==> src/rtl/mem_issue_arb_pkg.sv <==
// ---------------------------------------------------------------------------
// mem_issue_arb_pkg
// Shared types and sizing constants for the memory-issue arbitration slice.
//   MEM_NREQ          : number of memory issue queues sharing the LSU port
//   MEM_MAX_INFLIGHT  : ops granted but not yet completed by the LSU
//   MEM_CNT_W         : width of the in-flight credit counter
//   iq_entry_t        : issue-queue entry handed to the LSU front end
//   mem_arb_src_t     : index of the queue that supplied an op
// ---------------------------------------------------------------------------
package mem_issue_arb_pkg;

   localparam int MEM_NREQ         = 2;
   localparam int MEM_MAX_INFLIGHT = 4;
   localparam int MEM_CNT_W        = 3;

   typedef enum logic [1:0] {
      MEM_OP_LOAD  = 2'd0,
      MEM_OP_STORE = 2'd1,
      MEM_OP_AMO   = 2'd2,
      MEM_OP_FENCE = 2'd3
   } mem_op_e;

   typedef struct packed {
      mem_op_e     op;
      logic [3:0]  rob_idx;
      logic [15:0] addr;
   } iq_entry_t;

   typedef logic [$clog2(MEM_NREQ)-1:0] mem_arb_src_t;

endpackage

==> src/rtl/mem_issue_arb_rr_pick.sv <==
// ---------------------------------------------------------------------------
// rr_pick
// Combinational round-robin picker. Starting at i_ptr and walking upward
// modulo N, selects the first asserted bit of i_valid.
//   i_valid : request vector
//   i_ptr   : highest-priority index (must be < N)
//   o_grant : one-hot of the picked request (all zero when none)
//   o_idx   : binary index of the picked request
//   o_any   : at least one request present
// Works for non-power-of-2 N; reusable for other shared ports.
// ---------------------------------------------------------------------------
module rr_pick #(
   parameter int N  = 2,
   parameter int IW = (N > 1) ? $clog2(N) : 1
) (
   input  logic [N-1:0]  i_valid,
   input  logic [IW-1:0] i_ptr,
   output logic [N-1:0]  o_grant,
   output logic [IW-1:0] o_idx,
   output logic          o_any
);

   logic [IW-1:0] w_j;
   logic          w_found;

   // Walk the N candidate positions in priority order; the first valid one wins.
   always_comb begin
      o_grant = '0;
      o_idx   = '0;
      w_found = 1'b0;
      w_j     = '0;
      for (int k = 0; k < N; k++) begin
         w_j = IW'((int'(i_ptr) + k) % N);
         if (!w_found && i_valid[w_j]) begin
            w_found     = 1'b1;
            o_grant[w_j] = 1'b1;
            o_idx       = w_j;
         end
      end
   end

   assign o_any = |i_valid;

endmodule

==> src/rtl/mem_issue_arb.sv <==
// ---------------------------------------------------------------------------
// mem_issue_arb
// Shares the single LSU issue port between NREQ memory issue queues using a
// round-robin grant, a one-entry registered output stage with valid/ready
// handshake, and a credit counter bounding ops in flight.
// Ports:
//   i_clk, i_reset       : clock, asynchronous active-low reset
//   i_req_valid/entry    : per-queue head valid and entry
//   o_req_pop            : one-hot combinational dequeue strobe
//   o_lsu_valid/entry/src: held op and the queue it came from
//   i_lsu_ready          : LSU takes the held op this cycle
//   i_lsu_done           : one LSU op completed (pulse)
//   i_flush              : pipeline flush; drops a held, not-yet-taken op
//   o_inflight           : current credit usage
//   o_perf_grant/stall   : performance counters
// Optional feature macro: MEM_ISSUE_ARB_PERF_EN enables the perf counters;
// without it the perf outputs are tied to zero and no counter flops exist.
// ---------------------------------------------------------------------------
module mem_issue_arb
   import mem_issue_arb_pkg::*;
#(
   parameter int NREQ         = MEM_NREQ,
   parameter int MAX_INFLIGHT = MEM_MAX_INFLIGHT,
   parameter int CNT_W        = MEM_CNT_W,
   parameter int SRC_W        = (NREQ > 1) ? $clog2(NREQ) : 1
) (
   input  logic                  i_clk,
   input  logic                  i_reset,
   input  logic [NREQ-1:0]       i_req_valid,
   input  iq_entry_t [NREQ-1:0]  i_req_entry,
   output logic [NREQ-1:0]       o_req_pop,
   output logic                  o_lsu_valid,
   output iq_entry_t             o_lsu_entry,
   output logic [SRC_W-1:0]      o_lsu_src,
   input  logic                  i_lsu_ready,
   input  logic                  i_lsu_done,
   input  logic                  i_flush,
   output logic [CNT_W-1:0]      o_inflight,
   output logic [NREQ-1:0][31:0] o_perf_grant,
   output logic [31:0]           o_perf_stall
);

   logic [SRC_W-1:0] r_ptr;
   logic             r_lsu_valid;
   iq_entry_t        r_lsu_entry;
   logic [SRC_W-1:0] r_lsu_src;
   logic [CNT_W-1:0] r_inflight;

   logic [NREQ-1:0]  w_pick_grant;
   logic [SRC_W-1:0] w_pick_idx;
   logic             w_pick_any;
   logic             w_can_load;
   logic             w_can_credit;
   logic             w_grant;
   logic             w_flush_drop;
   logic [CNT_W-1:0] w_infl_after_done;
   logic [CNT_W:0]   w_infl_sum;
   logic [CNT_W:0]   w_infl_dec;
   logic [CNT_W-1:0] w_infl_next;
   logic [SRC_W-1:0] w_ptr_next;

   rr_pick #(.N(NREQ), .IW(SRC_W)) u_rr_pick (
      .i_valid (i_req_valid),
      .i_ptr   (r_ptr),
      .o_grant (w_pick_grant),
      .o_idx   (w_pick_idx),
      .o_any   (w_pick_any)
   );

   // A completion arriving this cycle frees its credit in time for a new grant.
   // The saturating form only matters for the illegal done-at-zero case.
   assign w_infl_after_done = (i_lsu_done && (r_inflight != '0)) ? r_inflight - CNT_W'(1)
                                                                 : r_inflight;
   assign w_can_load   = !r_lsu_valid || i_lsu_ready;
   assign w_can_credit = int'(w_infl_after_done) < MAX_INFLIGHT;
   // Gating with i_reset keeps queues from popping while the arbiter is held in reset.
   assign w_grant      = i_reset && w_can_load && w_can_credit && w_pick_any && !i_flush;
   assign o_req_pop    = w_grant ? w_pick_grant : '0;

   // A flushed op that never reached the LSU will never report done, so its credit
   // is returned here; an op handed off in the flush cycle still returns done.
   assign w_flush_drop = i_flush && r_lsu_valid && !i_lsu_ready;
   assign w_infl_sum   = {1'b0, r_inflight} + (CNT_W+1)'(w_grant);
   assign w_infl_dec   = (CNT_W+1)'(i_lsu_done) + (CNT_W+1)'(w_flush_drop);
   assign w_infl_next  = (w_infl_sum >= w_infl_dec) ? CNT_W'(w_infl_sum - w_infl_dec) : '0;

   assign w_ptr_next = (int'(w_pick_idx) == NREQ - 1) ? '0 : w_pick_idx + SRC_W'(1);

   // Output stage, round-robin pointer and credit counter.
   always_ff @(posedge i_clk or negedge i_reset) begin
      if (!i_reset) begin
         r_ptr       <= '0;
         r_lsu_valid <= 1'b0;
         r_lsu_entry <= '0;
         r_lsu_src   <= '0;
         r_inflight  <= '0;
      end else begin
         r_inflight <= w_infl_next;
         if (w_grant) begin
            r_lsu_valid <= 1'b1;
            r_lsu_entry <= i_req_entry[w_pick_idx];
            r_lsu_src   <= w_pick_idx;
            r_ptr       <= w_ptr_next;
         end else if (i_lsu_ready || i_flush) begin
            r_lsu_valid <= 1'b0;
         end
      end
   end

   assign o_lsu_valid = r_lsu_valid;
   assign o_lsu_entry = r_lsu_entry;
   assign o_lsu_src   = r_lsu_src;
   assign o_inflight  = r_inflight;

   // The LSU must never complete more ops than were granted.
   a_no_done_when_empty: assert property (@(posedge i_clk) disable iff (!i_reset)
      !(i_lsu_done && (r_inflight == '0)));

`ifdef MEM_ISSUE_ARB_PERF_EN
   logic [NREQ-1:0][31:0] r_perf_grant;
   logic [31:0]           r_perf_stall;

   // Free-running wrap-around counters, cleared only by reset.
   always_ff @(posedge i_clk or negedge i_reset) begin
      if (!i_reset) begin
         r_perf_grant <= '0;
         r_perf_stall <= '0;
      end else begin
         for (int i = 0; i < NREQ; i++) begin
            if (o_req_pop[i]) begin
               r_perf_grant[i] <= r_perf_grant[i] + 32'd1;
            end
         end
         if (w_pick_any && !w_grant) begin
            r_perf_stall <= r_perf_stall + 32'd1;
         end
      end
   end

   assign o_perf_grant = r_perf_grant;
   assign o_perf_stall = r_perf_stall;
`else
   assign o_perf_grant = '0;
   assign o_perf_stall = '0;
`endif

endmodule
==> config.mk <==
export PLATFORM = sky130hd
export DESIGN_NAME = mem_issue_arb
export DESIGN_NICKNAME = d
export VERILOG_FILES = /design/src/rtl/mem_issue_arb_pkg.sv /design/src/rtl/mem_issue_arb_rr_pick.sv /design/src/rtl/mem_issue_arb.sv
export SDC_FILE = /design/constraint.sdc
export NUM_CORES = 1
export LEC_CHECK = 0
export CORE_MARGIN = 3
export CORE_UTILIZATION = 33
export DETAILED_ROUTE_END_ITERATION = 16
export PLACE_DENSITY_LB_ADDON = 0.1
export SYNTH_ARGS = -nofsm -noshare
export SYNTH_HDL_FRONTEND = slang
export SYNTH_SLANG_ARGS = --single-unit
export TNS_END_PERCENT = 20
==> constraint.sdc <==
create_clock -name i_clk -period 3.51 [get_ports i_clk]
set_input_delay 0.8775 -clock i_clk [delete_from_list [all_inputs] [get_ports i_clk]]
set_output_delay 0.8775 -clock i_clk [all_outputs]
set_load 0.005 [all_outputs]
==> results of run 1 <==
[synth_stat cells (2+ instances only)]
cell / number
buf_4: 96
dfrtp_1: 28
nand2_1: 23
mux2i_1: 22
o21ai_1: 19
ha_1: 5
inv_1: 5
o21ai_0: 5
nor2_1: 4
buf_2: 3
buf_6: 3
nand2b_1: 3
and2_1: 2
nor2b_1: 2
[what timing repair did]
action,4_1_cts,5_1_grt
resized for setup,6,6
setup endpoints to repair,4,4
pin swaps,1,2
buffers inserted,4,2
cloned,0,0
[metrics by stage]
step / setup slack (ps) / cell area (µm²) / instances / util, %
floorplan: 326 / 2490 / 326 / -
global placement: -281 / 2680 / 386 / 43.9
detailed placement: -355 / 2680 / 386 / 43.9
CTS: 24.8 / 2790 / 394 / 45.8
global route: 184 / 2810 / 396 / 46.1
finish: 284 / 2810 / 396 / 46.1
[logic make-up (layout without fill, tap and decap cells)]
| family | Yosys count | in the layout | synth area share (%) |
|---|---|---|---|
| AO/OA/AOI/OAI | 28 | 28 | 7.38 |
| other | 1 | 96 | 0.176 |
| flip-flops | 28 | 28 | 32.8 |
| XOR/XNOR | 1 | 1 | 0.410 |
| adder cells (fa/ha/maj) | 6 | 6 | 3.87 |
| buffers and inverters | 108 | 103 | 37.1 |
| multiplexers | 22 | 22 | 10.3 |
| AND/OR/NAND/NOR | 37 | 37 | 7.97 |
[worst max-delay path, stage by stage]
cell	delay [ps]
clkdlybuf4s50_1	430
nand2b_1	150
a2111o_1	440
inv_2	70
buf_4	90
buf_4	90
buf_4	110
ha_4	140
ha_4	200
ha_1	280
a32o_2	250
nor3_2	200
nor2b_1	60
[cells in the final DEF (no fill, tap or decap), drive strengths merged]
cell / instances
or3b: 1
mux2i: 22
inv: 5
xor2: 1
a2111o: 1
clkdlybuf4s50: 76
nand2b: 3
nor2: 5
nor2b: 2
buf: 15
clkbuf: 5
a21o: 1
dfrtp: 28
dlygate4sd2: 1
dlymetal6s2s: 1
ha: 5
fa: 1
conb: 96
o21ai: 25
and2: 2
nand2: 23
nor3: 1
a32o: 1
[area by class of cell]
type	count	area, µm²	share of cell area, %
sequential	28	701	24.9
inverter	5	18.8	0.668
multi-input combinational	190	1040	37.1
tap	75	93.8	3.34
timing repair buffer	94	900	32.0
clock buffer	4	55.1	1.96
[worst min path at each step]
stage,startpoint,to,slack [ps],depth (start not counted)
after floorplan,o_lsu_entry[13]$_DFFE_PN0P_,o_lsu_entry[13]$_DFFE_PN0P_,470,2
after global placement,o_lsu_entry[16]$_DFFE_PN0P_,o_lsu_entry[16]$_DFFE_PN0P_,460,2
after detailed placement,o_lsu_entry[14]$_DFFE_PN0P_,o_lsu_entry[14]$_DFFE_PN0P_,470,2
after CTS,o_lsu_entry[14]$_DFFE_PN0P_,o_lsu_entry[14]$_DFFE_PN0P_,490,2
after global routing,o_lsu_entry[4]$_DFFE_PN0P_,o_lsu_entry[4]$_DFFE_PN0P_,520,2
final,o_lsu_entry[14]$_DFFE_PN0P_,o_lsu_entry[14]$_DFFE_PN0P_,490,2
[flip-flops by register name, summed over array words and instances, names as in the netlist]
register,cells
o_inflight,3
o_lsu_entry,22
o_lsu_src,1
o_lsu_valid,1
r_ptr,1
[layer usage]
layer	vias to the layer above	global-route usage, %
met2	96	20.2
met5	-	0
met4	0	1.27
li1	731	-
met1	652	11.6
met3	2	3.71
[power by group through the flow]
stage          sequential [mW]  combinational, mW  clock [mW]
3_3_place_gp             0.544              0.675           0
6_report                 0.546              0.700       0.197
3_5_place_dp             0.550              0.680           0
4_1_cts                  0.550              0.702       0.207
2_1_floorplan            0.551              0.343           0
5_1_grt                  0.567              0.777       0.218
==> flow_summary_export.csv, run 1 <==
group,metric,value,unit
clocking,clkLatencyLatePin,270,ps
pwr,swShare,31.7,%
route,wl_met3,554,µm
floorplan,coreArea,6100,µm²
logic_synthesis,ys_ff_latch,28,
setup_path,rrSetupSlack,620,ps
pwr,seq_power_share,37.9,%
sta,fin_skew,5.96,ps
logic_synthesis,seq_area_frac_synth,32.8,%
worst_hold_path,worstHoldPathType,"reg2reg",
floorplan,die_width,86.5,µm
route,drt-met1-wl,1.53,mm
floorplan,die_area,7470,µm²
route,drt_iter0_markers,9,
global_route,antenna_found_initial,0,
setup_path,crit_fanout,3,
setup_path,crit_type,"in2reg",
setup_path,r2r-start,"o_inflight[0]$_DFF_PN0_",
setup_path,r2r_end,"o_inflight[1]$_DFF_PN0_",
route,wirelength,4.49,mm
floorplan,io_pins,176,
clocking,root_buffer,"clkbuf_8",
pwr,p_leak,1.44,nW
global_route,grt_use_total,10.6,%
finish,drive_gt1_share,8.72,%
sta,tns,0,ps
job,maxCapViolCount,0,
finish,antenna_cells,0,
sta,setup_viol,0,
setup_path,cp-startpoint,"i_flush",
pwr,clockPowerShare,13.7,%
clocking,path_clk_slew,100,ps
place,io_buffers,79,
setup_path,arrival,3390,ps
clocking,hold_buffers,0,
global_route,grt_pass1_vias,1325,
finish,num-fill-cells,632,
route,drc_errors,0,
clocking,clkSinkCount,28,
clocking,htreeDepth,1,
logic_synthesis,synth_top_area_share,33.7,%
pwr,power_density,514,nW/µm²
setup_path,critPathCapture,"o_inflight[1]$_DFF_PN0_",
pwr,switchingPower,0.457,mW
pwr,comb_power_share,48.5,%
place,hpwl,3.70,mm
global_route,grt_max_degree,30,
route,num_vias,1481,
sta,hold_viol,0,
logic_synthesis,yosys-top-cells-area,"buf_4, dfrtp_1, mux2i_1",
pwr,total_power,1.44,mW
setup_path,critPathLaunchType,"input pin",
logic_synthesis,syn_area_per_cell,9.25,µm²
logic_synthesis,synth_top_cell_by_area,"buf_4",
sta,report.final.slew_viol_count,0,
logic_synthesis,synth_flop_cell,"dfrtp_1",
clocking,tritoncts,"done",
setup_path,cp-end-kind,"register",
clocking,cts_made_buffers,3,
floorplan,start_util,35.0,%
setup_path,rr_worst_depth,12,
sta,rsz0062_at_grt,"false",
global_route,grt_overflow_total,0,
setup_path,required,3680,ps
floorplan,die_h,86.5,µm
logic_synthesis,synth_cells,231,
clocking,cts_buffer_depth,2,
finish,area_growth,31.5,%
route,post_drt_wl_per_cell,11.3,µm
place,place_congestion,0.701,
route,viasPerCell,3.74,
sta,min_period,3230,ps
global_route,grt_first_pass_wirelength,6.33,mm
route,top_layer_used,"met4",
pwr,ir_drop,0.290,mV
logic_synthesis,ys_async_sr_fraction,100,%
logic_synthesis,ys.warnings.count,0,
logic_synthesis,yosys.cell_types.count,25,
floorplan,rows,28,
logic_synthesis,synth_area,2140,µm²
sta,timing.final.crit_share,91.9,%
sta,hold_ws,487,ps
route,antenna_left,0,
route,drt-pass1-iter-count,4,
run_status,status,"finished, final reports clean",
logic_synthesis,synth_edf_count,0,
pwr,p_int,0.986,mW
route,wl_met2,2.39,mm
finish,finalNetCount,379,
sta,clock.fmax,0.310,GHz
(Power assumes the default switching activity.)
==> run 2, diff against run 1 <==
Settings changed: GPL_TIMING_DRIVEN set to 1.
==> results of run 2 <==
No change in the layout: final DEF, timing and power equal those of run 1.
==> run 3, diff against run 2 <==
Settings changed: CAP_MARGIN set to 0, HOLD_SLACK_MARGIN set to 0.08.
==> results of run 3 <==
No change in the layout: final DEF, timing and power equal those of run 1.
